### config.mk
export PLATFORM = sky130hd
export DESIGN_NAME = matmul_ctrl_gen
export DESIGN_NICKNAME = d
export VERILOG_FILES = /design/src/rtl/matmul_pkg.sv /design/src/rtl/matmul_en_pipe.sv /design/src/rtl/matmul_ctrl_gen.sv
export SDC_FILE = /design/constraint.sdc
export NUM_CORES = 1
export LEC_CHECK = 0
export CAP_MARGIN = 20
export CORE_ASPECT_RATIO = 0.7
export CORE_UTILIZATION = 40
export DETAILED_ROUTE_END_ITERATION = 6
export PLACE_DENSITY_LB_ADDON = 0.12
export SLEW_MARGIN = 20
export SYNTH_ARGS = -nofsm -noshare
export SYNTH_HDL_FRONTEND = slang
export SYNTH_SLANG_ARGS = --single-unit
### constraint.sdc
create_clock -name clk -period 1.51 [get_ports clk]
set_input_delay 0.302 -clock clk [delete_from_list [all_inputs] [get_ports clk]]
set_output_delay 0.302 -clock clk [all_outputs]
set_load 0.01 [all_outputs]
### src/rtl/matmul_pkg.sv
`default_nettype none
// ---------------------------------------------------------------------------
// matmul_pkg: shared state, pipeline-tag types and limits for matmul_ctrl_gen.
// Rev 1.0
// ---------------------------------------------------------------------------
package matmul_pkg;

  localparam int READ_LAT_MIN = 1;
  localparam int READ_LAT_MAX = 4;
  // The drain counter runs 0..READ_LAT, so it must hold READ_LAT_MAX.
  localparam int DRAIN_W = $clog2(READ_LAT_MAX + 1);

  typedef enum logic [2:0] {
    IDLE  = 3'd0,
    ISSUE = 3'd1,
    DRAIN = 3'd2,
    WRITE = 3'd3,
    DONE  = 3'd4
  } matmul_state_e;

  typedef struct packed {
    logic valid;
    logic first;
  } en_tag_t;

  function automatic int max2(input int a, input int b);
    return (a > b) ? a : b;
  endfunction

endpackage
`default_nettype wire

### src/rtl/matmul_en_pipe.sv
`default_nettype none
// ---------------------------------------------------------------------------
// matmul_en_pipe: READ_LAT-deep {valid, first} delay line driving the MAC enables.
// Rev 1.0
// ---------------------------------------------------------------------------
module matmul_en_pipe
  import matmul_pkg::*;
#(
  parameter int READ_LAT = 1
) (
  input  logic    clk,
  input  logic    reset,
  input  en_tag_t issue_tag,
  output logic    en_PPReg,
  output logic    en_FDReg,
  output logic    en_Mux
);

  en_tag_t r_stage [READ_LAT];
  en_tag_t r_fd;

  always_ff @(posedge clk) begin
    if (reset) begin
      for (int s = 0; s < READ_LAT; s++) r_stage[s] <= '0;
      r_fd <= '0;
    end else begin
      r_stage[0] <= issue_tag;
      for (int s = 1; s < READ_LAT; s++) r_stage[s] <= r_stage[s-1];
      r_fd <= r_stage[READ_LAT-1];
    end
  end

  assign en_PPReg = r_stage[READ_LAT-1].valid;
  assign en_FDReg = r_fd.valid;
  // First term of a dot product bypasses the accumulator.
  assign en_Mux   = r_fd.valid & ~r_fd.first;

endmodule
`default_nettype wire

### src/rtl/matmul_ctrl_gen.sv
`default_nettype none
// ---------------------------------------------------------------------------
// matmul_ctrl_gen: start/busy/done controller for C = A*B read/MAC/write sequencing.
// MATMUL_CTRL_PERF_EN adds the saturating cycle_count port.  Rev 1.0
// ---------------------------------------------------------------------------
module matmul_ctrl_gen
  import matmul_pkg::*;
#(
  parameter  int ROWS     = 10,
  parameter  int INNER    = 10,
  parameter  int COLS     = 10,
  parameter  int READ_LAT = 1,
  localparam int RW       = $clog2(max2(ROWS, 2)),
  localparam int KW       = $clog2(max2(INNER, 2)),
  localparam int CW       = $clog2(max2(COLS, 2))
) (
  input  logic          clk,
  input  logic          reset,
  input  logic          start,
  output logic          busy,
  output logic          done,
`ifdef MATMUL_CTRL_PERF_EN
  output logic [31:0]   cycle_count,
`endif
  output logic          en_ReadMat_A,
  output logic [RW-1:0] rowAddr_A,
  output logic [KW-1:0] colAddr_A,
  output logic          en_ReadMat_B,
  output logic [KW-1:0] rowAddr_B,
  output logic [CW-1:0] colAddr_B,
  output logic          en_PPReg,
  output logic          en_Mux,
  output logic          en_FDReg,
  output logic          en_WriteMat_C,
  output logic [RW-1:0] rowAddr_C,
  output logic [CW-1:0] colAddr_C
);

  localparam logic [RW-1:0]      I_LAST     = RW'(ROWS - 1);
  localparam logic [KW-1:0]      K_LAST     = KW'(INNER - 1);
  localparam logic [CW-1:0]      J_LAST     = CW'(COLS - 1);
  localparam logic [DRAIN_W-1:0] DRAIN_LAST = DRAIN_W'(READ_LAT);

  matmul_state_e        r_state;
  logic [RW-1:0]        r_i;
  logic [KW-1:0]        r_k;
  logic [CW-1:0]        r_j;
  logic [DRAIN_W-1:0]   r_drain;
  logic                 w_issue;
  logic                 w_write;
  en_tag_t              w_tag;

  always_ff @(posedge clk) begin
    if (reset) begin
      r_state <= IDLE;
      r_i     <= '0;
      r_j     <= '0;
      r_k     <= '0;
      r_drain <= '0;
    end else begin
      case (r_state)
        IDLE: begin
          if (start) begin
            r_state <= ISSUE;
            r_i     <= '0;
            r_j     <= '0;
            r_k     <= '0;
          end
        end
        ISSUE: begin
          if (r_k == K_LAST) begin
            r_k     <= '0;
            r_drain <= '0;
            r_state <= DRAIN;
          end else begin
            r_k <= r_k + KW'(1);
          end
        end
        DRAIN: begin
          if (r_drain == DRAIN_LAST) begin
            r_drain <= '0;
            r_state <= WRITE;
          end else begin
            r_drain <= r_drain + DRAIN_W'(1);
          end
        end
        WRITE: begin
          if (r_i == I_LAST && r_j == J_LAST) begin
            r_i     <= '0;
            r_j     <= '0;
            r_state <= DONE;
          end else begin
            if (r_j == J_LAST) begin
              r_j <= '0;
              r_i <= r_i + RW'(1);
            end else begin
              r_j <= r_j + CW'(1);
            end
            r_state <= ISSUE;
          end
        end
        DONE:    r_state <= IDLE;
        default: r_state <= IDLE;
      endcase
    end
  end

  assign w_issue = (r_state == ISSUE);
  assign w_write = (r_state == WRITE);

  assign busy          = w_issue | (r_state == DRAIN) | w_write;
  assign done          = (r_state == DONE);
  assign en_ReadMat_A  = w_issue;
  assign en_ReadMat_B  = w_issue;
  assign rowAddr_A     = w_issue ? r_i : '0;
  assign colAddr_A     = w_issue ? r_k : '0;
  assign rowAddr_B     = w_issue ? r_k : '0;
  assign colAddr_B     = w_issue ? r_j : '0;
  assign en_WriteMat_C = w_write;
  assign rowAddr_C     = w_write ? r_i : '0;
  assign colAddr_C     = w_write ? r_j : '0;

  assign w_tag = '{valid: w_issue, first: (r_k == '0)};

  matmul_en_pipe #(.READ_LAT(READ_LAT)) u_en_pipe (
    .clk       (clk),
    .reset     (reset),
    .issue_tag (w_tag),
    .en_PPReg  (en_PPReg),
    .en_FDReg  (en_FDReg),
    .en_Mux    (en_Mux)
  );

`ifdef MATMUL_CTRL_PERF_EN
  logic [31:0] r_cycle_count;

  always_ff @(posedge clk) begin
    if (reset) begin
      r_cycle_count <= '0;
    end else if (r_state == IDLE && start) begin
      r_cycle_count <= '0;
    end else if (busy && r_cycle_count != '1) begin
      r_cycle_count <= r_cycle_count + 32'd1;
    end
  end

  assign cycle_count = r_cycle_count;
`endif

endmodule
`default_nettype wire

After elaboration in Yosys (flattened, before gate mapping)
Memory sizes are Yosys's and may differ from the RTL's.
Index checks and enable logic that the tools add are counted.
Widths: inputs -> output; s select.
Word-level totals
  register bits after elaboration: 20
  bits in writable memories: 2
  output and inout port bits: 32
  memories: 1
Memories
  u_en_pipe.r_stage: depth 1, bits a word 2, rd ports 1, clocked after Yosys merged registers in 0, write ports 1, RTL line matmul_en_pipe.sv:19  | en_tag_t r_stage [READ_LAT];
Operators by class
  $add $sub $neg: 4
  eq/ne operators: 12
  muxes and demuxes: 27
  bitwise operators: 4
  reductions and logical operators: 12
Operators with widths (number)
  $mux 4: 11
  $pmux 4 s2: 3
  $mux 3: 6
  $add 4x1->4 const B: 3
  $eq 4x4->1 const B: 3
  $pmux 3 s4: 1
  $eq 3x1->1 const B: 2
  $eq 3x2->1 const B: 2
  $pmux 3 s2: 1
  $reduce_and 2->1: 3
  $reduce_and 3->1: 2
  $reduce_bool 2->1: 3
  $logic_not 4->1: 1
  $mux 1: 4
  $ne 2x2->1 const B: 2
  $add 3x1->3 const B: 1
  $eq 3x3->1 const B: 1
  $logic_not 3->1: 1
  $ne 3x1->1 const B: 1
  $mux 2: 1
  $ne 2x1->1 const B: 1
  $or 1x1->1: 2
  $reduce_or 2->1: 1
  $and 1x1->1: 1
  other kinds (2): 2

Depth between registers and ports, before layout
Gate-level depths: netlist of the first run.
  depth after elaboration: 4
  gate-level depth with buffers: 7
  depth with buffers taken out: 6

By module
Synthesis of the first run repeated with hierarchy kept, for this count alone.
Second synthesis, totals
  cell total of the unflattened synthesis: 156
  area total of the unflattened synthesis: 1278.7 um^2
Modules (own cells, without submodules)
  matmul_ctrl_gen: times used 1, cells an instance 147, area each 1167.4 um^2, seq. area each 360.3 um^2
  matmul_en_pipe: times used 1, cells an instance 9, area each 111.4 um^2, seq. area each 80.1 um^2

Least setup slack after synthesis of the first run
No wires, ideal clock.
  kind: register -> output
  start point: reg r_state[2]
  end point: out rowAddr_B[3]
  arrival time: 1.360 ns
  data required time: 1.208 ns
  setup slack: -0.152 ns
  stages on the path, launching flop included: 6
  cell sequence: dfxtp_1 -> or3b_1 -> buf_6 -> inv_1 -> and2_1 -> buf_4
Between the ends
  word-level cells in the longest chain between the ends: 2
Ends and longest elaborated chain
  from (decl): RTL line matmul_ctrl_gen.sv:44  | matmul_state_e r_state;
  from (signal assigned): RTL line matmul_ctrl_gen.sv:55  | r_state <= IDLE;
  from (signal assigned): RTL line matmul_ctrl_gen.sv:64  | r_state <= ISSUE;
  from (signal assigned): RTL line matmul_ctrl_gen.sv:74  | r_state <= DRAIN;
  $eq 3x1->1: RTL line matmul_ctrl_gen.sv:108  | assign w_issue = (r_state == ISSUE);
  named net en_ReadMat_A: RTL line matmul_ctrl_gen.sv:25  | output logic en_ReadMat_A,
  $mux 4
  to (decl): RTL line matmul_ctrl_gen.sv:29  | output logic [KW-1:0] rowAddr_B,
The timed path passes the listed nets, and every way through them passes these cells.

Worst setup path after layout of the first run
  start point: reg r_state[1]
  end point: out colAddr_A[3]
Between the ends
  word-level cells in the longest chain between the ends: 2
Ends and longest elaborated chain
  $eq 3x1->1: RTL line matmul_ctrl_gen.sv:108
  $mux 4: RTL line matmul_ctrl_gen.sv:116  | assign colAddr_A = w_issue ? r_k : '0;
  to (decl): RTL line matmul_ctrl_gen.sv:27  | output logic [KW-1:0] colAddr_A,
No other way between the ends.

==> results of run 1 <==
[logic make-up after synthesis]
| family | after synthesis |
|---|---|
| XOR/XNOR | 1 |
| buffers and inverters | 21 |
| flip-flops | 22 |
| AND/OR/NAND/NOR | 80 |
| adder cells (fa/ha/maj) | 7 |
| AO/OA/AOI/OAI | 30 |
[report_power, final]
part,switching (mW),internal (mW)
combinational,0.855,0.883
clock,0.203,0.354
sequential,0.0585,0.668
total,1.12,1.91
[cell usage after synthesis]
master,count
a21oi_1,11
nor3_1,8
or3b_1,1
clkbuf_1,3
ha_1,7
nor2b_1,4
buf_4,5
a22oi_1,1
nand4_1,1
a21o_1,1
and3b_1,1
nand3b_1,4
and2_1,15
nand3_1,4
nor3b_1,1
buf_6,1
o21ai_0,8
o41ai_2,1
nor4_1,2
xnor2_1,1
o41ai_1,1
or4b_2,1
buf_1,1
nor4b_1,2
nand4b_1,1
a31oi_1,3
dfxtp_1,22
nor2_1,21
inv_1,8
a31oi_4,1
nand2b_1,1
nand2_1,10
buf_2,3
or3b_2,1
o31ai_1,1
a211oi_1,1
a311oi_2,1
and3_1,2
[per-layer routing]
metal / wire, um / track usage [%]
met3: 205 / 5.99
met5: 0 / 0
met4: 76 / 5.00
met2: 1950 / 37.7
met1: 1810 / 29.4
[through the flow]
stage / setup TNS [ns] / hold slack, ns
4_1_cts: -7.30 / 0.463
5_1_grt: -9.52 / 0.485
3_5_place_dp: -12.36 / 0.445
2_1_floorplan: -0.0234 / 0.414
6_report: -7.73 / 0.453
3_3_place_gp: -11.15 / 0.430
[state kept, by name, indices dropped and copies added (netlist names)]
name / count
r_drain: 3
r_i: 4
r_j: 4
r_k: 4
r_state: 3
u_en_pipe.en_FDReg: 1
u_en_pipe.r_fd: 1
u_en_pipe.r_stage: 2
[layout by cell type, fill, tap and decap left out, types with 2 or more instances in the layout]
cell              n
a21oi_1           9
a31oi_1           3
and2_1            5
and2_4           10
and3_1            2
buf_12            2
buf_2            11
buf_4            25
buf_6            29
clkbuf_8          3
clkdlybuf4s50_1   3
clkinvlp_4        2
dfxtp_1          17
dfxtp_2           4
dlygate4sd2_1     2
ha_1              7
inv_1             5
inv_2             2
nand2_1          10
nand3_1           4
nand3b_1          4
nor2_1           13
nor2_2            3
nor2_4            5
nor2b_1           4
nor3_1            6
nor3_2            2
nor4_1            2
o21ai_0           6
or3b_4            2
[repair_timing]
item | CTS | global route
endpoints found under the hold margin | 0 | 0
pin swaps | 10 | 6
gates cloned | 1 | 0
setup buffers | 10 | 5
resized for setup | 145 | 46
endpoints found under the setup margin | 43 | 46
[area by class of cell]
class                      instances  area (um^2)
fill                             218          787
clock inverter                     1         30.0
timing repair inverter             1         7.51
sequential                        22          449
clock buffer                       3         41.3
inverter                           8         33.8
timing repair buffer              73          662
multi-input combinational        118          867
tap                               36         45.0
[worst max-delay path, delay by kind of cell (launching register included)]
family	cells	cell delay, ns
flip-flops	1	0.34
buffers and inverters	3	0.33
AND/OR/NAND/NOR	2	0.59
[worst paths after layout]
kind	start	to	slack (ns)	cells after the start
setup / recovery	r_state[1]$_SDFFE_PP0P_	colAddr_A[3]	-0.31	5
hold reg to reg	u_en_pipe.r_stage[0][0]$_SDFF_PP0_	u_en_pipe.r_fd[0]$_SDFF_PP0_	0.45	1
hold / removal	u_en_pipe.r_stage[0][0]$_SDFF_PP0_	u_en_pipe.r_fd[0]$_SDFF_PP0_	0.45	1
setup reg to reg	r_state[1]$_SDFFE_PP0P_	r_k[2]$_SDFFE_PP0P_	-0.27	7
==> impl_metrics.toml, run 1 <==
[cts]
h-tree-depth = 1
clkTransAtPathRegs_ns = 0.08
holdBufCountCts = 0
cts_sinks = 22
numCtsBuffers = 3
cts_buffer_depth = 2
clk_latency_ns = 0.27
cts_root_buf = "clkbuf_8"
cts_tree = "built"

[grt]
grt_pass1_vias = 1309
grt_usage_pct = 22.6
grt_max_degree = 15
overflow = 0
antenna_found_initial = 0
grt_pass1_wl_um = 6160

[outcome]
status = "finished, violations left"
violations = "setup timing"

[setup_path]
cp.required_ns = 1.21
cp-end-kind = "primary output"
max_stage_delay_ns = 0.44
crit_path_max_fanout = 3
cpMaxStageDelayCell = "or3b_4"
cp.arrival_ns = 1.51
critPathKind = "reg -> out"
crit_chain = "or3b_4 -> clkinvlp_4 -> buf_6 -> and2_4 -> buf_6"
crit_top_cell = "buf_6"
start_kind = "flop"

[layout]
fin_nets = 237
diodes = 0
syn_to_final_growth_pct = 66.4
finish.utilization_pct = 73.1
finalNonFillerCells = 262
design_area_um2 = 2140
drive_above_1_share_pct = 50.4

[yosys]
muxShareOfSynthArea_pct = 0
synth_fp_nets = 171
yosys_register_bits = 22
synth_cell_types = 38
ys_seq_area_share_pct = 34.3
avgSynthCellArea_um2 = 7.97
synth_fa_ha_area_share_pct = 6.82
synthXorXnorAreaFrac_pct = 0.682
syn_area_um2 = 1280
yosys.area.top_type = "dfxtp_1"
yosys_warnings = 0
synth_top_family_by_area = "simple AND/OR/NAND/NOR gates"
synthDominantCellAreaShare_pct = 34.3
synthSimpleGateAreaFrac_pct = 33.7
synth-compound-area-share_pct = 16.0
yosys-top-cells-area = "dfxtp_1 (34%), and2_1 (7.3%), ha_1 (6.8%)"
synthCells = 161

[timing]
setup_viol = 37
finalCriticalPeriod_ns = 1.82
max_clock_freq_mhz = 551
drv_slew = 0
hold_violations = 0
finClkSkew_ns = 0.00278
fin_crit_sh_pct = 120
slew_headroom_pct = 71.2
tightest_slew_ns = 0.431
grt_setup_unrepaired = "true"
worst_slack_ns = -0.306

[placement]
place_ws_ns = -0.404
globalplace.congestion = 0.880
placed_cell_area_um2 = 1800
dp.cells = 243
dpl.hpwl_um = 2460
io_buffer_count = 34

[die]
fp.dieArea_um2 = 3440
die_y_um = 49.4
rows = 16
io_pins = 35
core-area_um2 = 2920
start_util_pct = 43.9
die_w_um = 69.7

[drt]
post_drt_wl_per_cell_um = 15.4
routed_via_density = 5.32
vias = 1393
wirelength_um = 4040
dr.pass1.iters = 4
drc = 0
antenna_left = 0
drt_iter0_drc = 84

[power]
power_mw = 3.02
p_per_area_nw_per_um2 = 1410
ir_worst_vdd_mv = 0.915
leakage_nw = 0.932

[min_path]
hold_class = "reg -> reg"

[flow_run]
maxCapViolations = 0
(Power assumes the default switching activity.)
==> run 2: changes to the inputs <==
clock period = 1.5 ns   (was 1.51 ns; I/O delays follow)
==> run 2 against run 1 <==
Against the previous run: the run still ends with setup timing left; global-route usage decreased by 0.43 points; largest power group unchanged; cell count decreased by 0.38%; design area decreased by 7.9%; die area unchanged; sequential power decreased by 0.7%.
==> impl_metrics.toml, run 2 (same netlist as run 1, synthesis figures left out) <==
[outcome]
status = "finished, violations left"
violations = "setup timing"

[layout]
n_fill_cell = 243
final_cell_mix = "buf_4 (26), buf_2 (21), dfxtp_1 (19), buf_6 (18), nor2_1 (15)"
design_area_um2 = 1970
syn_to_final_growth_pct = 53.2
drive_above_1_share_pct = 43.1
fin_nets = 237
regArea_um2 = 444
diodes = 0
multi_input_area_um2 = 805
largestRegisters = "r_i x4, r_j x4, r_k x4"
final_common_cell = "buf_4"

[drt]
drt_iter0_drc = 83
post_drt_wl_per_cell_um = 15.2
routed_via_density = 5.33
vias = 1391
dr.pass1.iters = 4
drc = 0
antenna_left = 0
wirelength_um = 3960

[setup_path]
critPathKind = "reg -> out"
cp.arrival_ns = 1.51
start_kind = "flop"
crit_path_max_fanout = 4
cp.required_ns = 1.20
cp-end-kind = "primary output"

[power]
leakage_nw = 0.890
p_per_area_nw_per_um2 = 1420
ir_worst_vdd_mv = 0.880

[grt]
grt_max_degree = 15
antenna_found_initial = 0
grt_pass1_vias = 1280
overflow = 0
grt_pass1_wl_um = 6040
grt_usage_pct = 22.2

[die]
core-area_um2 = 2920
fp.dieArea_um2 = 3440
rows = 16
start_util_pct = 43.9
die_w_um = 69.7
io_pins = 35
die_y_um = 49.4

[timing]
drv_slew = 0
fin_crit_sh_pct = 120
setup_viol = 43
grt_setup_unrepaired = "true"
tightest_slew_ns = 0.412
worst_slack_ns = -0.305
finalCriticalPeriod_ns = 1.81
slew_headroom_pct = 72.4
hold_violations = 0
finClkSkew_ns = 0.00488
max_clock_freq_mhz = 554

[cts]
cts_tree = "built"
numCtsBuffers = 3
cts_sinks = 22
clk_latency_ns = 0.26
h-tree-depth = 1
cts_buffer_depth = 2
clkTransAtPathRegs_ns = 0.08
cts_root_buf = "clkbuf_8"
holdBufCountCts = 0

[placement]
dpl.hpwl_um = 2590
placed_cell_area_um2 = 1830
io_buffer_count = 34
globalplace.congestion = 0.895
place_ws_ns = -0.397

[min_path]
hold_class = "reg -> reg"

[flow_run]
maxCapViolations = 0
## run 2: cell count changes in the layout (fill, tap and decap cells not counted), sizes merged
| cell | delta |
|---|---|
| bufinv | -1 |
| buf | -1 |
| clkdlybuf4s15 | +1 |
| dlygate4sd2 | +1 |
| clkbuf | -1 |
## run 2: cell type report
cell class	instances	share of cell area [%]
sequential	22	22.6
inverter	8	1.72
timing repair inverter	1	0.382
tap	36	2.29
clock buffer	3	2.10
timing repair buffer	73	30.0
multi-input combinational	118	40.9
## run 2: metrics by stage
step / hold WS, ns / utilization (%) / instances / TNS, ns / power [mW]
after floorplan: 0.414 / - / 161 / -0.0314 / 1.43
after detailed placement: 0.436 / 62.6 / 247 / -12.07 / 1.97
after global placement: 0.426 / 62.6 / 247 / -11.51 / 1.93
final: 0.448 / 67.3 / 261 / -7.27 / 2.79
after global routing: 0.468 / 67.3 / 261 / -9.52 / 2.93
after CTS: 0.455 / 65.1 / 258 / -6.37 / 2.63
## run 2: per-layer routing
layer | GRT usage (%) | part of all wire (%)
met4 | 3.33 | 0.20
met2 | 36.7 | 48
met5 | 0 | 0
met3 | 5.37 | 4.5
met1 | 29.9 | 48
## run 2: final timing paths
path	start	end	slack, ns	cells past startpoint
max	r_state[1]$_SDFFE_PP0P_	colAddr_A[3]	-0.31	5
min	u_en_pipe.r_stage[0][0]$_SDFF_PP0_	u_en_pipe.r_fd[0]$_SDFF_PP0_	0.45	1
max reg2reg	r_state[1]$_SDFFE_PP0P_	r_drain[1]$_SDFFE_PP0P_	-0.24	7
min reg2reg	u_en_pipe.r_stage[0][0]$_SDFF_PP0_	u_en_pipe.r_fd[0]$_SDFF_PP0_	0.45	1
## run 2: timing repair
action,in CTS,in global routing
setup endpoints to repair,43,46
gates resized for setup,146,9
pin swaps,16,1
cloned,1,0
setup buffers,7,3
## run 2: critical path, stage by stage (launching register included)
cell	delay (ns)
dfxtp_2	0.33
or3b_4	0.43
clkinvlp_4	0.11
buf_6	0.11
and2_4	0.16
buf_6	0.10
## run 2: power by group
part / internal (mW) / switching (mW) / total (mW)
clock network: 0.180 / 0.199 / 0.379
registers: 0.672 / 0.0494 / 0.721
logic: 0.845 / 0.841 / 1.69
